File: config.mk
export PLATFORM = sky130hd
export DESIGN_NAME = ball_tracker
export DESIGN_NICKNAME = d
export VERILOG_FILES = /design/src/rtl/ball_tracker.sv
export SDC_FILE = /design/constraint.sdc
export NUM_CORES = 1
export LEC_CHECK = 0
export CORE_UTILIZATION = 46
export DETAILED_ROUTE_END_ITERATION = 7
export GPL_TIMING_DRIVEN = 0
export PLACE_DENSITY = 0.87
export SYNTH_ARGS = -nofsm -noshare
export SYNTH_HDL_FRONTEND = slang
export SYNTH_SLANG_ARGS = --single-unit
File: constraint.sdc
create_clock -name clk -period 2.5 [get_ports clk]
set_clock_uncertainty 0.05 [all_clocks]
set_input_delay 0.5 -clock clk [delete_from_list [all_inputs] [get_ports clk]]
set_output_delay 0.5 -clock clk [all_outputs]
set_load 0.05 [all_outputs]
File: src/rtl/ball_tracker.sv
// Ball position/direction owner for pong: steps on divided tick, reflects off walls and paddles.
// Latency: pos, hit/miss pulses and state update on the step edge; plate decodes pos with zero latency.
// No backpressure: tick/serve are single-cycle enables, serve is ignored while a rally is in play.
module ball_tracker #(
    parameter int WIDTH        = 16,
    parameter int BIT_OF_WIDTH = 4,
    parameter int PADDLE_LEN   = 4,
    parameter int STEP_DIV     = 4
) (
    input  logic                      clk,
    input  logic                      rst,
    input  logic                      tick,
    input  logic                      serve,
    input  logic                      serve_dir,
    input  logic [BIT_OF_WIDTH-1:0]   paddle_l_y,
    input  logic [BIT_OF_WIDTH-1:0]   paddle_r_y,
    output logic [2*BIT_OF_WIDTH-1:0] pos,
    output logic [3:0]                plate,
    output logic                      hit_l,
    output logic                      hit_r,
    output logic                      miss_l,
    output logic                      miss_r,
    output logic                      busy
);
    localparam int BW = BIT_OF_WIDTH;
    localparam int DW = (STEP_DIV > 1) ? $clog2(STEP_DIV) : 1;

    localparam logic [BW-1:0] CENTER   = BW'(WIDTH / 2);
    localparam logic [BW-1:0] LO       = BW'(1);
    localparam logic [BW-1:0] HI       = BW'(WIDTH - 2);
    localparam logic [BW-1:0] LAST     = BW'(WIDTH - 1);
    localparam logic [BW-1:0] RET_L    = BW'(2);
    localparam logic [BW-1:0] RET_R    = BW'(WIDTH - 3);
    localparam logic [DW-1:0] DIV_LAST = DW'(STEP_DIV - 1);
    localparam logic [BW:0]   PLEN     = (BW + 1)'(PADDLE_LEN);

    typedef enum logic [1:0] {IDLE, PLAY, MISS} state_t;

    state_t         state;
    logic [BW-1:0]  x, y;
    logic           dx, dy;
    logic [DW-1:0]  div;

    logic           ndy;
    logic [BW-1:0]  ny;
    logic           in_l, in_r, at_l, at_r;

    // Paddle span compared one bit wider so a paddle near the bottom clips instead of wrapping.
    always_comb begin
        ndy = dy;
        if (y == LO && !dy) ndy = 1'b1;
        if (y == HI && dy)  ndy = 1'b0;
        ny   = ndy ? y + 1'b1 : y - 1'b1;
        in_l = ({1'b0, y} >= {1'b0, paddle_l_y}) && ({1'b0, y} < {1'b0, paddle_l_y} + PLEN);
        in_r = ({1'b0, y} >= {1'b0, paddle_r_y}) && ({1'b0, y} < {1'b0, paddle_r_y} + PLEN);
        at_l = (x == LO) && !dx;
        at_r = (x == HI) && dx;
    end

    always_ff @(posedge clk) begin
        if (rst) begin
            state  <= IDLE;
            x      <= CENTER;
            y      <= CENTER;
            dx     <= 1'b1;
            dy     <= 1'b1;
            div    <= '0;
            hit_l  <= 1'b0;
            hit_r  <= 1'b0;
            miss_l <= 1'b0;
            miss_r <= 1'b0;
        end else begin
            hit_l  <= 1'b0;
            hit_r  <= 1'b0;
            miss_l <= 1'b0;
            miss_r <= 1'b0;
            case (state)
                IDLE, MISS: begin
                    if (serve) begin
                        state <= PLAY;
                        x     <= CENTER;
                        y     <= CENTER;
                        dx    <= serve_dir;
                        dy    <= 1'b1;
                        div   <= '0;
                    end
                end
                PLAY: begin
                    if (tick) begin
                        if (div != DIV_LAST) begin
                            div <= div + DW'(1);
                        end else begin
                            div <= '0;
                            if (at_l) begin
                                if (in_l) begin
                                    dx    <= 1'b1;
                                    x     <= RET_L;
                                    y     <= ny;
                                    dy    <= ndy;
                                    hit_l <= 1'b1;
                                end else begin
                                    x      <= '0;
                                    miss_l <= 1'b1;
                                    state  <= MISS;
                                end
                            end else if (at_r) begin
                                if (in_r) begin
                                    dx    <= 1'b0;
                                    x     <= RET_R;
                                    y     <= ny;
                                    dy    <= ndy;
                                    hit_r <= 1'b1;
                                end else begin
                                    x      <= LAST;
                                    miss_r <= 1'b1;
                                    state  <= MISS;
                                end
                            end else begin
                                x  <= dx ? x + 1'b1 : x - 1'b1;
                                y  <= ny;
                                dy <= ndy;
                            end
                        end
                    end
                end
                default: state <= IDLE;
            endcase
        end
    end

    assign pos   = {x, y};
    assign plate = {y == LO, y == HI, (state != MISS) && (x == LO), (state != MISS) && (x == HI)};
    assign busy  = (state == PLAY);

endmodule

==> results.ini <==
[status]
status=finished, violations left
violations=design-rule violations

[timing]
setup_ws_ns=0.0291
rsz0062_at_grt=yes
finalCriticalPeriod_ns=2.47
drv_slew=0
whs_ns=0.503
setup_viol_count_final=0
max_freq_mhz=405
slew_headroom_pct=66.2
period_share_pct=98.8
worst_slew_pin_slew_ns=0.507
hold_viol=0

[placed_design]
portBuffers=29
place_hpwl_mm=2.26
dp_slack_ns=-0.696
place_area_um2=1750
place_congestion=0.856

[pwr]
netSwitchingFraction_pct=27.8
p_per_area_nw_per_um2=319
p_sw_w=0.000175
pwr-share-seq_pct=46.8
clock_power_share_pct=28.4
power_frac_comb_pct=24.8
ir_worst_vdd_uv=206
total_power_w=0.000629
intPower_w=0.000454
leakagePower_nw=0.862

[setup_path]
worstSetupEndpointType=register
crit_chain=dlygate4sd2_1, ha_1, inv_2, ha_4, a21oi_4, nor2_4, or4_4, or3_1, a21oi_1, a21oi_1
critPathArrivalTime_ns=2.61
crit_top_cell=a21oi_1
worstSetupPathType=input pin to register
rr_startpoint=y[0]$_SDFFE_PP0P_
rr_worst_depth=9
crit_start=paddle_r_y[3]
cpLargestDelayFamily=simple AND/OR/NAND/NOR gates
cp-start-kind=input pin
slowest_stage=or4_4
critPathRequiredTime_ns=2.64
path_depth=10
crit_buf_inv=2
critical_path.max_fanout=3
critical-path-max-stage-delay_ns=0.53

[clock_tree]
cts.sinks=18
insertion_delay_ns=0.29
cts_tree=yes
cts_buffers=3
clk_pin_slew_ns=0.10
ctsRootBufferMaster=clkbuf_4
htree_levels=1
cts_buffer_depth=2
ctsHoldBuffers=0

[grt]
antenna_found_initial=0
grt_max_degree=11
grt_use_total_pct=22.6
grt_pass1_wl_mm=5.89
grt.overflow.total=0
grt_pass1_vias=1289

[finish]
mostFrequentLayoutCells=ha_1, clkdlybuf4s50_1, nor2_1, dfxtp_1, inv_1
antenna_cells=0
final_common_cell=ha_1
nNetsFinal=243
layout-drive-gt1-share_pct=18.4
post-route-cell-area_um2=1970
area_growth_pct=39.7

[drt]
drt_wl_total_mm=3.58
wl_per_cell_um=15.1
route.detailed.drc=3
drt_iter0_drc=83
dr_total_vias=1400
first_pass_iters=6
antenna_left=0
via_per_inst=5.91

[logic_synthesis]
ys_seq_area_share_pct=25.5
synth-adder-area-share_pct=20.4
synth_seq_cells=18
synth-async-reset-ratio_pct=0
synthMuxAreaShare_pct=3.81
synth_top_family_by_area=simple AND/OR/NAND/NOR gates
synthXorXnorAreaFrac_pct=0.620
synth_fp_nets=205
syn-cell-area_um2=1410
synthDistinctLibCells=41
synth_edf_count=0
postSynthCellCount=169
avgSynthCellArea_um2=8.36
synth-simple-area-share_pct=24.4
synth_compound_area_share_pct=20.5
synth_flop_cell=dfxtp_1
synth_warnings=0

[job]
drv_cap=0

[hold_path]
hold-path-cell-count=2
min_from=dy$_SDFFE_PP1P_
holdCritPathClass=register to register

[die]
fp.coreArea_um2=2830
dieArea_um2=3300
dieWidth_um=57.4
start_util_pct=49.9
pin_count=30
die_h_um=57.4
rows=19

## final timing paths
check / to / slack [ns]
max: dx$_SDFFE_PP1P_ / 0.03
min: dy$_SDFFE_PP1P_ / 0.50
max reg2reg: y[0]$_SDFFE_PP0P_ / 0.14
min reg2reg: dy$_SDFFE_PP1P_ / 0.50
## power by group through the flow
stage          registers (W)   logic, W  clock network (W)
2_1_floorplan       0.000300  0.0000715                  0
3_3_place_gp        0.000300   0.000108                  0
3_5_place_dp        0.000300   0.000110                  0
4_1_cts             0.000294   0.000144           0.000180
5_1_grt             0.000295   0.000168           0.000195
6_report            0.000294   0.000156           0.000179
## synth_stat cells (3+ instances only)
cell type / instances / area share [%]
ha_1: 23 / 20
dfxtp_1: 18 / 26
nor2_1: 18 / 4.8
inv_1: 16 / 4.3
a21oi_1: 9 / 3.2
nor2b_1: 8 / 3.5
nor3_1: 8 / 2.8
nand2b_1: 7 / 3.1
nand2_1: 6 / 1.6
o21ai_0: 6 / 2.1
nand4_1: 4 / 1.8
a22oi_1: 3 / 1.6
mux2_2: 3 / 2.4
nor3b_1: 3 / 1.6
## kinds of logic after synthesis
family                   count (synthesis)
AND/OR/NAND/NOR                         65
AO/OA/AOI/OAI                           39
adder cells (fa/ha/maj)                 23
buffers and inverters                   18
flip-flops                              18
multiplexers                             5
XOR/XNOR                                 1
## layer usage
metal,global-route usage [%],part of all wire (%),vias up
met1,29.4,45,635
met5,0,0,-
met4,4.53,1.4,0
met2,39.0,48,60
li1,-,-,693
met3,4.08,5.5,12
## area by class of cell
class,instances,area [µm²]
Buffer,2,7.51
Clock buffer,4,36.3
Fill cell,200,856
Inverter,16,60.1
Multi-Input combinational cell,133,1150
Sequential cell,18,363
Tap cell,31,38.8
Timing Repair Buffer,33,322
## flip-flops by register name, summed over array words and instances (netlist names)
signal / count
miss_r: 1
state: 2
y: 4
hit_l: 1
hit_r: 1
miss_l: 1
dy: 1
dx: 1
x: 4
div: 2
## worst reg2reg max path, stage by stage (launching register included)
cell and delay (ns):
dfxtp_2 0.39, inv_1 0.13, ha_1 0.28, nand2b_1 0.18
a2111oi_4 0.40, nor3_4 0.09, buf_4 0.16, o22ai_4 0.22
nor2_2 0.09, mux2_2 0.26
## metrics by stage
step,util [%],setup TNS [ns],cells
2_1_floorplan,-,0,169
3_3_place_gp,61.7,-6.42,229
3_5_place_dp,61.7,-6.37,229
4_1_cts,68.5,-0.00693,236
5_1_grt,69.7,-0.0631,237
6_report,69.7,0,237
## what timing repair did
item / 4_1_cts / 5_1_grt
resized for setup: 31 / 7
setup buffers: 3 / 1
pin swaps: 15 / 9
endpoints found under the setup margin: 12 / 9
Power figures use the tool's default switching activity.
